--- config.mk ---
export PLATFORM = sky130hd
export DESIGN_NAME = ptw_walker_flat
export DESIGN_NICKNAME = d
export VERILOG_FILES = /design/src/rtl/ptw_walker_pkg.sv /design/src/rtl/ptw_walker_if.sv /design/src/rtl/ptw_walker_pte_decode.sv /design/src/rtl/ptw_walker.sv /design/src/flat_wrapper.sv
export SDC_FILE = /design/constraint.sdc
export NUM_CORES = 1
export LEC_CHECK = 0
export CAP_MARGIN = 40
export CORE_UTILIZATION = 47
export CTS_CLUSTER_SIZE = 28
export DETAILED_ROUTE_END_ITERATION = 16
export PLACE_DENSITY = 0.95
export SLEW_MARGIN = 5
export SYNTH_ARGS = -nofsm -noshare
export SYNTH_HDL_FRONTEND = slang
export SYNTH_SLANG_ARGS = --single-unit
--- constraint.sdc ---
create_clock -name clk -period 3.98 [get_ports clk]
set_clock_uncertainty 0.2 [all_clocks]
set_input_delay 1.194 -clock clk [delete_from_list [all_inputs] [get_ports clk]]
set_output_delay 1.194 -clock clk [all_outputs]
set_load 0.01 [all_outputs]
--- src/rtl/ptw_walker_pkg.sv ---
// Shared types and constants for the Sv39 page-table walker: walk states,
// PTE field positions, VA/VPN slicing and the per-level VPN select helper.
package ptw_walker_pkg;

  localparam int VIRTUAL_ADDR_LEN_SV39  = 39;
  localparam int PHYSICAL_ADDR_LEN_SV39 = 56;
  localparam int PTE_SIZE_IN_BIT        = 64;
  localparam int SATP_PPN_WIDTH         = 44;
  localparam int PAGE_OFFSET_WIDTH      = 12;
  localparam int VPN_SLICE_WIDTH        = 9;

  localparam int VPN_W       = VIRTUAL_ADDR_LEN_SV39 - PAGE_OFFSET_WIDTH;
  localparam int VA_VPN_LSB  = PAGE_OFFSET_WIDTH;
  localparam int VA_VPN_MSB  = VIRTUAL_ADDR_LEN_SV39 - 1;
  localparam int VPN0_LSB    = 0;
  localparam int VPN1_LSB    = VPN_SLICE_WIDTH;
  localparam int VPN2_LSB    = 2 * VPN_SLICE_WIDTH;

  localparam int PTE_V       = 0;
  localparam int PTE_R       = 1;
  localparam int PTE_W       = 2;
  localparam int PTE_X       = 3;
  localparam int PTE_PPN_LSB = 10;
  localparam int PTE_PPN_MSB = 53;

  localparam int PTE_ENTRY_SHIFT = 3;

  typedef enum logic [2:0] {
    ST_IDLE,
    ST_REQ,
    ST_WAIT,
    ST_DONE,
    ST_FAULT,
    ST_DRAIN
  } walk_state_e;

  typedef enum logic [1:0] {
    PTE_LEAF,
    PTE_POINTER,
    PTE_FAULT
  } pte_class_e;

  function automatic logic [VPN_SLICE_WIDTH-1:0] vpn_slice(
    input logic [VPN_W-1:0] vpn,
    input logic [1:0]       level
  );
    logic [VPN_SLICE_WIDTH-1:0] s;
    case (level)
      2'd2:    s = vpn[VPN2_LSB +: VPN_SLICE_WIDTH];
      2'd1:    s = vpn[VPN1_LSB +: VPN_SLICE_WIDTH];
      default: s = vpn[VPN0_LSB +: VPN_SLICE_WIDTH];
    endcase
    return s;
  endfunction

endpackage

--- src/rtl/ptw_walker_if.sv ---
// Walker-facing bundle: TLB miss request, flush, PTE memory port and refill/fault results.
// master = the walker, slave = the TLB/memory environment around it.
interface ptw_walker_if;
  import ptw_walker_pkg::*;

  logic                              walk_req_valid_i;
  logic                              walk_req_ready_o;
  logic [VIRTUAL_ADDR_LEN_SV39-1:0]  walk_req_vaddr_i;
  logic [SATP_PPN_WIDTH-1:0]         satp_ppn_i;
  logic                              flush_i;
  logic                              mem_req_valid_o;
  logic                              mem_req_ready_i;
  logic [PHYSICAL_ADDR_LEN_SV39-1:0] mem_req_addr_o;
  logic                              mem_resp_valid_i;
  logic [PTE_SIZE_IN_BIT-1:0]        mem_resp_data_i;
  logic                              refill_valid_o;
  logic [VPN_W-1:0]                  refill_vpn_o;
  logic [PTE_SIZE_IN_BIT-1:0]        refill_pte_o;
  logic [1:0]                        refill_level_o;
  logic                              page_fault_o;

  modport master (
    input  walk_req_valid_i, walk_req_vaddr_i, satp_ppn_i, flush_i,
           mem_req_ready_i, mem_resp_valid_i, mem_resp_data_i,
    output walk_req_ready_o, mem_req_valid_o, mem_req_addr_o,
           refill_valid_o, refill_vpn_o, refill_pte_o, refill_level_o, page_fault_o
  );

  modport slave (
    output walk_req_valid_i, walk_req_vaddr_i, satp_ppn_i, flush_i,
           mem_req_ready_i, mem_resp_valid_i, mem_resp_data_i,
    input  walk_req_ready_o, mem_req_valid_o, mem_req_addr_o,
           refill_valid_o, refill_vpn_o, refill_pte_o, refill_level_o, page_fault_o
  );

endinterface

--- src/rtl/ptw_walker_pte_decode.sv ---
// Combinational Sv39 PTE classifier (leaf / pointer / fault) for one walk level.
// PTW_SUPERPAGE_EN enables level-2/1 leaves with their PPN alignment check.
module ptw_pte_decode
  import ptw_walker_pkg::*;
(
  input  logic [PTE_SIZE_IN_BIT-1:0] pte_i,
  input  logic [1:0]                 level_i,
  output pte_class_e                 class_o
);

  logic v, r, w, x;
  logic leaf_ok;
  logic unused_bits;

  assign v = pte_i[PTE_V];
  assign r = pte_i[PTE_R];
  assign w = pte_i[PTE_W];
  assign x = pte_i[PTE_X];

`ifdef PTW_SUPERPAGE_EN
  // Superpage PPN must be aligned to the span it maps: 2^18 pages at level 2, 2^9 at level 1.
  always_comb begin
    leaf_ok = 1'b0;
    case (level_i)
      2'd0:    leaf_ok = 1'b1;
      2'd1:    leaf_ok = (pte_i[PTE_PPN_LSB +: VPN_SLICE_WIDTH] == '0);
      2'd2:    leaf_ok = (pte_i[PTE_PPN_LSB +: 2*VPN_SLICE_WIDTH] == '0);
      default: leaf_ok = 1'b0;
    endcase
  end
  assign unused_bits = ^{pte_i[PTE_SIZE_IN_BIT-1:PTE_PPN_LSB+2*VPN_SLICE_WIDTH],
                         pte_i[PTE_PPN_LSB-1:PTE_X+1]};
`else
  assign leaf_ok     = (level_i == 2'd0);
  assign unused_bits = ^pte_i[PTE_SIZE_IN_BIT-1:PTE_X+1];
`endif

  always_comb begin
    class_o = PTE_FAULT;
    if (!v) begin
      class_o = PTE_FAULT;
    end else if (!r && w) begin
      class_o = PTE_FAULT;
    end else if (r || x) begin
      class_o = leaf_ok ? PTE_LEAF : PTE_FAULT;
    end else begin
      class_o = (level_i == 2'd0) ? PTE_FAULT : PTE_POINTER;
    end
  end

endmodule

--- src/rtl/ptw_walker.sv ---
// Sequential Sv39 page-table walker: one miss at a time, up to three PTE reads,
// ending in a single refill or page-fault pulse. Superpages via PTW_SUPERPAGE_EN.
module ptw_walker
  import ptw_walker_pkg::*;
(
  input  logic         clk,
  input  logic         rstn,
  ptw_walker_if.master bus
);

  walk_state_e                       state_q;
  logic [VPN_W-1:0]                  vpn_q;
  logic [SATP_PPN_WIDTH-1:0]         ppn_q;
  logic [1:0]                        level_q;
  logic                              req_valid_q;
  logic                              refill_q;
  logic                              fault_q;
  logic [VPN_W-1:0]                  out_vpn_q;
  logic [PTE_SIZE_IN_BIT-1:0]        out_pte_q;
  logic [1:0]                        out_level_q;

  logic [VPN_SLICE_WIDTH-1:0]        vpn_cur;
  logic [PHYSICAL_ADDR_LEN_SV39-1:0] req_addr;
  pte_class_e                        pte_class;
  logic                              unused_va;

  assign unused_va = ^bus.walk_req_vaddr_i[VA_VPN_LSB-1:0];

  // Entry offset never exceeds the 4 KiB page, so the sum cannot carry past bit 55.
  assign vpn_cur  = vpn_slice(vpn_q, level_q);
  assign req_addr = {ppn_q, {PAGE_OFFSET_WIDTH{1'b0}}}
                  + {{(PHYSICAL_ADDR_LEN_SV39-VPN_SLICE_WIDTH-PTE_ENTRY_SHIFT){1'b0}},
                     vpn_cur, {PTE_ENTRY_SHIFT{1'b0}}};

  ptw_pte_decode u_pte_decode (
    .pte_i   (bus.mem_resp_data_i),
    .level_i (level_q),
    .class_o (pte_class)
  );

  always_ff @(posedge clk or negedge rstn) begin
    if (!rstn) begin
      state_q     <= ST_IDLE;
      vpn_q       <= '0;
      ppn_q       <= '0;
      level_q     <= '0;
      req_valid_q <= 1'b0;
      refill_q    <= 1'b0;
      fault_q     <= 1'b0;
      out_vpn_q   <= '0;
      out_pte_q   <= '0;
      out_level_q <= '0;
    end else begin
      refill_q <= 1'b0;
      fault_q  <= 1'b0;
      unique case (state_q)
        ST_IDLE: begin
          if (bus.walk_req_valid_i) begin
            vpn_q       <= bus.walk_req_vaddr_i[VA_VPN_MSB:VA_VPN_LSB];
            ppn_q       <= bus.satp_ppn_i;
            level_q     <= 2'd2;
            req_valid_q <= 1'b1;
            state_q     <= ST_REQ;
          end
        end
        ST_REQ: begin
          // A flush that coincides with the handshake still owes us a response.
          if (bus.flush_i) begin
            req_valid_q <= 1'b0;
            state_q     <= bus.mem_req_ready_i ? ST_DRAIN : ST_IDLE;
          end else if (bus.mem_req_ready_i) begin
            req_valid_q <= 1'b0;
            state_q     <= ST_WAIT;
          end
        end
        ST_WAIT: begin
          if (bus.flush_i) begin
            state_q <= bus.mem_resp_valid_i ? ST_IDLE : ST_DRAIN;
          end else if (bus.mem_resp_valid_i) begin
            unique case (pte_class)
              PTE_LEAF: begin
                out_vpn_q   <= vpn_q;
                out_pte_q   <= bus.mem_resp_data_i;
                out_level_q <= level_q;
                refill_q    <= 1'b1;
                state_q     <= ST_DONE;
              end
              PTE_POINTER: begin
                level_q     <= level_q - 2'd1;
                ppn_q       <= bus.mem_resp_data_i[PTE_PPN_MSB:PTE_PPN_LSB];
                req_valid_q <= 1'b1;
                state_q     <= ST_REQ;
              end
              default: begin
                out_vpn_q   <= vpn_q;
                out_level_q <= level_q;
                fault_q     <= 1'b1;
                state_q     <= ST_FAULT;
              end
            endcase
          end
        end
        ST_DONE, ST_FAULT: begin
          state_q <= ST_IDLE;
        end
        ST_DRAIN: begin
          if (bus.mem_resp_valid_i) begin
            state_q <= ST_IDLE;
          end
        end
        default: begin
          state_q <= ST_IDLE;
        end
      endcase
    end
  end

  assign bus.walk_req_ready_o = (state_q == ST_IDLE);
  assign bus.mem_req_valid_o  = req_valid_q;
  assign bus.mem_req_addr_o   = req_addr;
  assign bus.refill_valid_o   = refill_q & ~bus.flush_i;
  assign bus.page_fault_o     = fault_q & ~bus.flush_i;
  assign bus.refill_vpn_o     = out_vpn_q;
  assign bus.refill_pte_o     = out_pte_q;
  assign bus.refill_level_o   = out_level_q;

endmodule
--- src/flat_wrapper.sv ---
// flat-port wrapper written by rule: the top's interface ports become plain ports
module ptw_walker_flat import ptw_walker_pkg::*;
  (clk, rstn, bus_walk_req_valid_i, bus_walk_req_vaddr_i, bus_satp_ppn_i, bus_flush_i, bus_mem_req_ready_i, bus_mem_resp_valid_i, bus_mem_resp_data_i, bus_walk_req_ready_o, bus_mem_req_valid_o, bus_mem_req_addr_o, bus_refill_valid_o, bus_refill_vpn_o, bus_refill_pte_o, bus_refill_level_o, bus_page_fault_o);
  ptw_walker_if bus_i ();
  input  logic clk;
  input  logic rstn;
  input wire logic [$bits(bus_i.walk_req_valid_i)-1:0] bus_walk_req_valid_i;
  input wire logic [$bits(bus_i.walk_req_vaddr_i)-1:0] bus_walk_req_vaddr_i;
  input wire logic [$bits(bus_i.satp_ppn_i)-1:0] bus_satp_ppn_i;
  input wire logic [$bits(bus_i.flush_i)-1:0] bus_flush_i;
  input wire logic [$bits(bus_i.mem_req_ready_i)-1:0] bus_mem_req_ready_i;
  input wire logic [$bits(bus_i.mem_resp_valid_i)-1:0] bus_mem_resp_valid_i;
  input wire logic [$bits(bus_i.mem_resp_data_i)-1:0] bus_mem_resp_data_i;
  output wire logic [$bits(bus_i.walk_req_ready_o)-1:0] bus_walk_req_ready_o;
  output wire logic [$bits(bus_i.mem_req_valid_o)-1:0] bus_mem_req_valid_o;
  output wire logic [$bits(bus_i.mem_req_addr_o)-1:0] bus_mem_req_addr_o;
  output wire logic [$bits(bus_i.refill_valid_o)-1:0] bus_refill_valid_o;
  output wire logic [$bits(bus_i.refill_vpn_o)-1:0] bus_refill_vpn_o;
  output wire logic [$bits(bus_i.refill_pte_o)-1:0] bus_refill_pte_o;
  output wire logic [$bits(bus_i.refill_level_o)-1:0] bus_refill_level_o;
  output wire logic [$bits(bus_i.page_fault_o)-1:0] bus_page_fault_o;
  assign bus_i.walk_req_valid_i = bus_walk_req_valid_i;
  assign bus_i.walk_req_vaddr_i = bus_walk_req_vaddr_i;
  assign bus_i.satp_ppn_i = bus_satp_ppn_i;
  assign bus_i.flush_i = bus_flush_i;
  assign bus_i.mem_req_ready_i = bus_mem_req_ready_i;
  assign bus_i.mem_resp_valid_i = bus_mem_resp_valid_i;
  assign bus_i.mem_resp_data_i = bus_mem_resp_data_i;
  assign bus_walk_req_ready_o = bus_i.walk_req_ready_o;
  assign bus_mem_req_valid_o = bus_i.mem_req_valid_o;
  assign bus_mem_req_addr_o = bus_i.mem_req_addr_o;
  assign bus_refill_valid_o = bus_i.refill_valid_o;
  assign bus_refill_vpn_o = bus_i.refill_vpn_o;
  assign bus_refill_pte_o = bus_i.refill_pte_o;
  assign bus_refill_level_o = bus_i.refill_level_o;
  assign bus_page_fault_o = bus_i.page_fault_o;
  ptw_walker u_core (.clk(clk), .rstn(rstn), .bus(bus_i));
endmodule
==> results.sh, run 1 <==
export IMPL_outcome="completed"
export IMPL_ys_ff_latch=172
export IMPL_wl_per_cell_um=20.63
export IMPL_netlist_area_um2=7602
export IMPL_cp_required_ns=2.59
export IMPL_total_power_mw=8.316
export IMPL_cts_sinks=172
export IMPL_cts_hold_buffers_added=0
export IMPL_fin_util_pct=71.68
export IMPL_fp_dieW_um=129.2
export IMPL_yosysUniqueCellTypes=44
export IMPL_powerDensity_nw_per_um2=732.9
export IMPL_final_common_cell="clkdlybuf4s50_1"
export IMPL_finalCriticalPeriod_ns=3.852
export IMPL_grt_pass1_wl_um=34030
export IMPL_clockRootBuffer="clkbuf_16"
export IMPL_globalplace_congestion=0.8329
export IMPL_critPathMaxFanout=9
export IMPL_gr_usage_all_layers_pct=27.29
export IMPL_grt_pass1_vias=6272
export IMPL_worst_pin_slew_ns=0.6450
export IMPL_avgSynthCellArea_um2=13.36
export IMPL_numCtsBuffers=17
export IMPL_yosysSeqAreaShare_pct=56.62
export IMPL_relSlewSlack_pct=57.00
export IMPL_dpl_hpwl_um=15960
export IMPL_dp_cells=1049
export IMPL_startpoint_type="register"
export IMPL_vias=5755
export IMPL_fp_coreArea_um2=15830
export IMPL_dr_first_iter_drc_count=300
export IMPL_instances_no_fill=1081
export IMPL_clock_latency_ns=0.42
export IMPL_antenna_found_initial=0
export IMPL_worstPathArrival_ns=2.46
export IMPL_grt_max_degree=68
export IMPL_rows=46
export IMPL_die_area_um2=16690
export IMPL_drc=0
export IMPL_gr_total_overflow=0
export IMPL_rsz0062_at_grt="no"
export IMPL_final_nets=1009
export IMPL_first_pass_iters=4
export IMPL_drt_vias_per_instance=5.324
export IMPL_post_cts_setup_buffers=0
export IMPL_tns_ns=0
export IMPL_ios=306
export IMPL_max_cap_violations=0
export IMPL_post_cts_resized=1
export IMPL_drive_gt1_share_pct=17.46
export IMPL_end_kind="output port"
export IMPL_hold_violations=0
export IMPL_drv_slew=0
export IMPL_fin_crit_sh_pct=96.79
export IMPL_synth_ff_type="dfrtp_1"
export IMPL_ys_warnings_count=0
export IMPL_layout_common_cells="289 x clkdlybuf4s50_1, 171 x dfrtp_1, 91 x o21ai_0, 48 x mux2_4, 46 x mux2_2"
export IMPL_setup_violations=0
export IMPL_async_reset_ff_share_pct=100.0
export IMPL_diodes=0
export IMPL_path_clk_slew_ns=0.07
export IMPL_hold_path_class="reg -> reg"
export IMPL_antenna_left=0
export IMPL_start_util_pct=48.03
export IMPL_routed_wl_um=22310
export IMPL_whs_ns=0.2739
export IMPL_max_freq_ghz=0.2596
export IMPL_die_y_um=129.2
export IMPL_critPathKind="reg -> out"
export IMPL_synth_cells=569
export IMPL_tritoncts="done"
export IMPL_ir_worst_vdd_uv=392.8
export IMPL_synth_edf_count=0
export IMPL_clk_path_buf_depth=2
export IMPL_p_leak_nw=5.008
export IMPL_area_growth_pct=49.24
export IMPL_htree_levels=4
export IMPL_portBuffers=290
==> report_power, final <==
part	switching, mW	leakage (nW)	internal, mW
registers	0.478	2.20	2.47
clock network	0.765	0.301	0.971
logic	1.58	2.51	2.05
==> registers in the layout, indices dropped and copies added (netlist names) <==
| signal | count |
|---|---|
| u_core.bus.mem_req_valid_o | 1 |
| u_core.vpn_q | 27 |
| u_core.fault_q | 1 |
| u_core.refill_q | 1 |
| u_core.bus.refill_level_o | 2 |
| u_core.bus.refill_vpn_o | 27 |
| u_core.ppn_q | 44 |
| u_core.bus.refill_pte_o | 64 |
| u_core.state_q | 3 |
| u_core.level_q | 2 |
==> worst max-delay path, stage by stage, from the launching register on <==
cell             delay (ns)
dfrtp_1                0.42
inv_1                  0.12
ha_1                   0.46
a22oi_1                0.22
a21oi_1                0.25
clkdlybuf4s50_1        0.57
==> metrics by stage <==
stage | cell area, um2 | setup slack, ns
floorplan | 7610 | 0.8525
detailed placement | 10730 | 0.1431
finish | 11350 | 0.1278
global placement | 10710 | 0.2372
global route | 11350 | 0.03937
CTS | 11350 | 0.1152
==> final cells by class <==
type / count / area (um2)
multi-input cells: 351 / 3055
clock inverters: 14 / 175.2
clock buffers: 18 / 439.2
well taps: 216 / 270.3
fillers: 1057 / 4482
repair buffers: 305 / 3079
flip-flops and latches: 172 / 4308
inverters: 5 / 18.77
==> layer usage <==
layer	up-vias	global-route usage [%]	part of all wire, %
met2	244	47.38	51
li1	2595	-	-
met3	36	9.620	8.7
met4	0	10.24	2.3
met1	2880	30.89	38
met5	-	0	0
==> kinds of logic (layout without fill, tap and decap cells) <==
logic type | count (synthesis) | count (layout) | synth area share, %
AOI/OAI and AO/OA | 128 | 128 | 9.332
other | 1 | 3 | 0.04933
buffers and inverters | 48 | 342 | 3.522
muxes | 163 | 163 | 25.79
DFF | 172 | 172 | 56.62
adders and majority gates | 4 | 4 | 0.6584
and+or+nand+nor | 53 | 53 | 4.032
==> synth_stat cells (2+ instances only) <==
| cell | count | area share, % |
|---|---|---|
| a21oi_1 | 16 | 1.1 |
| a22oi_1 | 9 | 0.89 |
| and3b_1 | 2 | 0.23 |
| buf_1 | 3 | 0.15 |
| buf_2 | 10 | 0.66 |
| buf_4 | 6 | 0.59 |
| buf_6 | 7 | 1.0 |
| clkbuf_1 | 17 | 0.84 |
| dfrtp_1 | 172 | 57 |
| ha_1 | 4 | 0.66 |
| inv_1 | 5 | 0.25 |
| mux2_1 | 25 | 3.7 |
| mux2_2 | 46 | 6.8 |
| mux2_4 | 48 | 9.5 |
| mux2i_1 | 44 | 5.8 |
| nand2_1 | 4 | 0.20 |
| nand2b_1 | 8 | 0.66 |
| nand3_1 | 2 | 0.13 |
| nor2_1 | 20 | 0.99 |
| nor2b_1 | 5 | 0.41 |
| nor3b_1 | 2 | 0.20 |
| o21ai_0 | 91 | 6.0 |
| o311ai_0 | 2 | 0.23 |
==> path summary, 6_finish.rpt <==
path                                                to  cells after the start  slack (ns)                  startpoint
setup reg to reg                       u_core.ppn_q[7]                      7        1.10           u_core.state_q[1]
hold reg to reg             u_core.bus.refill_pte_o[0]                      1        0.27  u_core.bus.refill_pte_o[0]
setup / recovery                bus_mem_req_addr_o[10]                      5        0.13           u_core.level_q[1]
min in group asynchronous              u_core.vpn_q[8]                      1        0.54                        rstn
hold / removal              u_core.bus.refill_pte_o[0]                      1        0.27  u_core.bus.refill_pte_o[0]
max in group asynchronous  u_core.bus.refill_vpn_o[24]                      2        2.20                        rstn
Power figures use the tool's default switching activity.
==> inputs of run 2 (changes only) <==
==> constraint.sdc (replaced) <==
create_clock -name clk -period 4.9 [get_ports clk]
set_clock_uncertainty 0.2 [all_clocks]
set_input_delay 1.47 -clock clk [delete_from_list [all_inputs] [get_ports clk]]
set_output_delay 1.47 -clock clk [all_outputs]
set_load 0.01 [all_outputs]
==> results.sh, run 2 (same netlist as run 1, synthesis figures left out) <==
export IMPL_critPathMaxFanout=3
export IMPL_cts_sinks=172
export IMPL_critPathKind="in -> out"
export IMPL_wl_per_cell_um=20.67
export IMPL_path_clk_slew_ns=0.06
export IMPL_start_util_pct=48.03
export IMPL_fin_ws_ns=0.5904
export IMPL_fin_util_pct=71.32
export IMPL_antenna_left=0
export IMPL_p_leak_nw=4.979
export IMPL_antenna_found_initial=1
export IMPL_tns_ns=0
export IMPL_routed_wl_um=22260
export IMPL_clockRootBuffer="clkbuf_16"
export IMPL_globalplace_congestion=0.7956
export IMPL_drt_vias_per_instance=5.387
export IMPL_hold_path_cell_count=1
export IMPL_end_kind="output port"
export IMPL_finalCriticalPeriod_ns=4.310
export IMPL_die_y_um=129.2
export IMPL_hold_violations=0
export IMPL_final_common_cell="clkdlybuf4s50_1"
export IMPL_worst_pin_slew_ns=0.8096
export IMPL_startpoint_type="primary input"
export IMPL_dr_first_iter_drc_count=244
export IMPL_die_area_um2=16690
export IMPL_drc=0
export IMPL_cts_hold_buffers_added=0
export IMPL_outcome="completed"
export IMPL_numCtsBuffers=17
export IMPL_setup_violations=0
export IMPL_drive_gt1_share_pct=16.74
export IMPL_rows=46
export IMPL_post_cts_resized=0
export IMPL_area_growth_pct=48.49
export IMPL_ios=306
export IMPL_max_freq_ghz=0.2320
export IMPL_relSlewSlack_pct=46.02
export IMPL_fp_coreArea_um2=15830
export IMPL_fp_dieW_um=129.2
export IMPL_fin_crit_sh_pct=87.95
export IMPL_grt_pass1_vias=6196
export IMPL_tritoncts="done"
export IMPL_grt_max_degree=87
export IMPL_ir_worst_vdd_uv=345.2
export IMPL_grt_pass1_wl_um=33870
export IMPL_layout_common_cells="289 x clkdlybuf4s50_1, 171 x dfrtp_1, 91 x o21ai_0, 48 x mux2_4, 46 x mux2_2"
export IMPL_largest_reg_flops=64
export IMPL_detailedPlace_worstSlack_ns=0.5978
export IMPL_rsz0062_at_grt="no"
export IMPL_final_nets=1004
export IMPL_clk_path_buf_depth=2
export IMPL_max_cap_violations=0
export IMPL_gr_usage_all_layers_pct=27.27
export IMPL_cp_required_ns=3.23
export IMPL_hold_path_class="reg -> reg"
export IMPL_powerDensity_nw_per_um2=597.8
export IMPL_clock_latency_ns=0.42
export IMPL_first_pass_iters=4
export IMPL_gr_total_overflow=0
export IMPL_vias=5802
export IMPL_htree_levels=4
export IMPL_fill_cells=1021
export IMPL_post_cts_setup_buffers=0
export IMPL_dpl_hpwl_um=15460
export IMPL_portBuffers=290
export IMPL_whs_ns=0.2905
export IMPL_worstPathArrival_ns=2.64
export IMPL_r2r_cells=8
export IMPL_drv_slew=0
## run 2: cell count changes in the layout (fill, tap and decap cells not counted), sizes merged
cell / delta
buf: -5
diode: +1
inv: -2
bufinv: +1
clkinv: +1
## run 2: layer usage
| metal | vias up | track usage, % | wire, um |
|---|---|---|---|
| met5 | - | 0 | 0 |
| met4 | 0 | 10.52 | 542 |
| met3 | 37 | 8.547 | 1842 |
| met2 | 271 | 47.22 | 11300 |
| met1 | 2908 | 31.57 | 8571 |
| li1 | 2586 | - | - |
## run 2: power breakdown
group | leakage [nW] | switching, mW | internal [mW]
Combinational | 2.48 | 1.27 | 1.66
Sequential | 2.20 | 0.408 | 2.01
Clock | 0.300 | 0.588 | 0.816
Total | 4.98 | 2.27 | 4.48
## run 2: worst paths after layout
check | slack, ns | startpoint | end
worst max-delay path | 0.59 | bus_flush_i | bus_refill_valid_o
worst min-delay path | 0.29 | u_core.bus.refill_pte_o[1] | u_core.bus.refill_pte_o[1]
worst max register to register | 1.97 | u_core.level_q[1] | u_core.bus.refill_pte_o[60]
worst min register to register | 0.29 | u_core.bus.refill_pte_o[1] | u_core.bus.refill_pte_o[1]
max in group asynchronous | 2.74 | rstn | u_core.ppn_q[16]
min in group asynchronous | 0.88 | rstn | u_core.vpn_q[14]
## run 2: critical path, cell delays in order
cell and delay (ns):
clkdlybuf4s50_1 0.46, nor2b_1 0.13, clkdlybuf4s50_1 0.58
## run 2: layout make-up
class	instances	area [um2]	share of cell area, %
Clock inverter	14	182.7	1.618
Clock buffer	18	429.2	3.802
Tap cell	216	270.3	2.394
Inverter	5	18.77	0.1663
Multi-Input combinational cell	351	3053	27.05
Timing Repair Buffer	300	3024	26.79
Sequential cell	172	4308	38.16
Antenna cell	1	2.502	0.02217
## run 2: per-stage QoR
step,cells,power (mW),area [um2]
after floorplan,571,3.717,7610
after global placement,1043,5.188,10650
after detailed placement,1044,5.343,10670
after CTS,1076,6.777,11290
after global routing,1077,7.080,11290
final,1077,6.748,11290
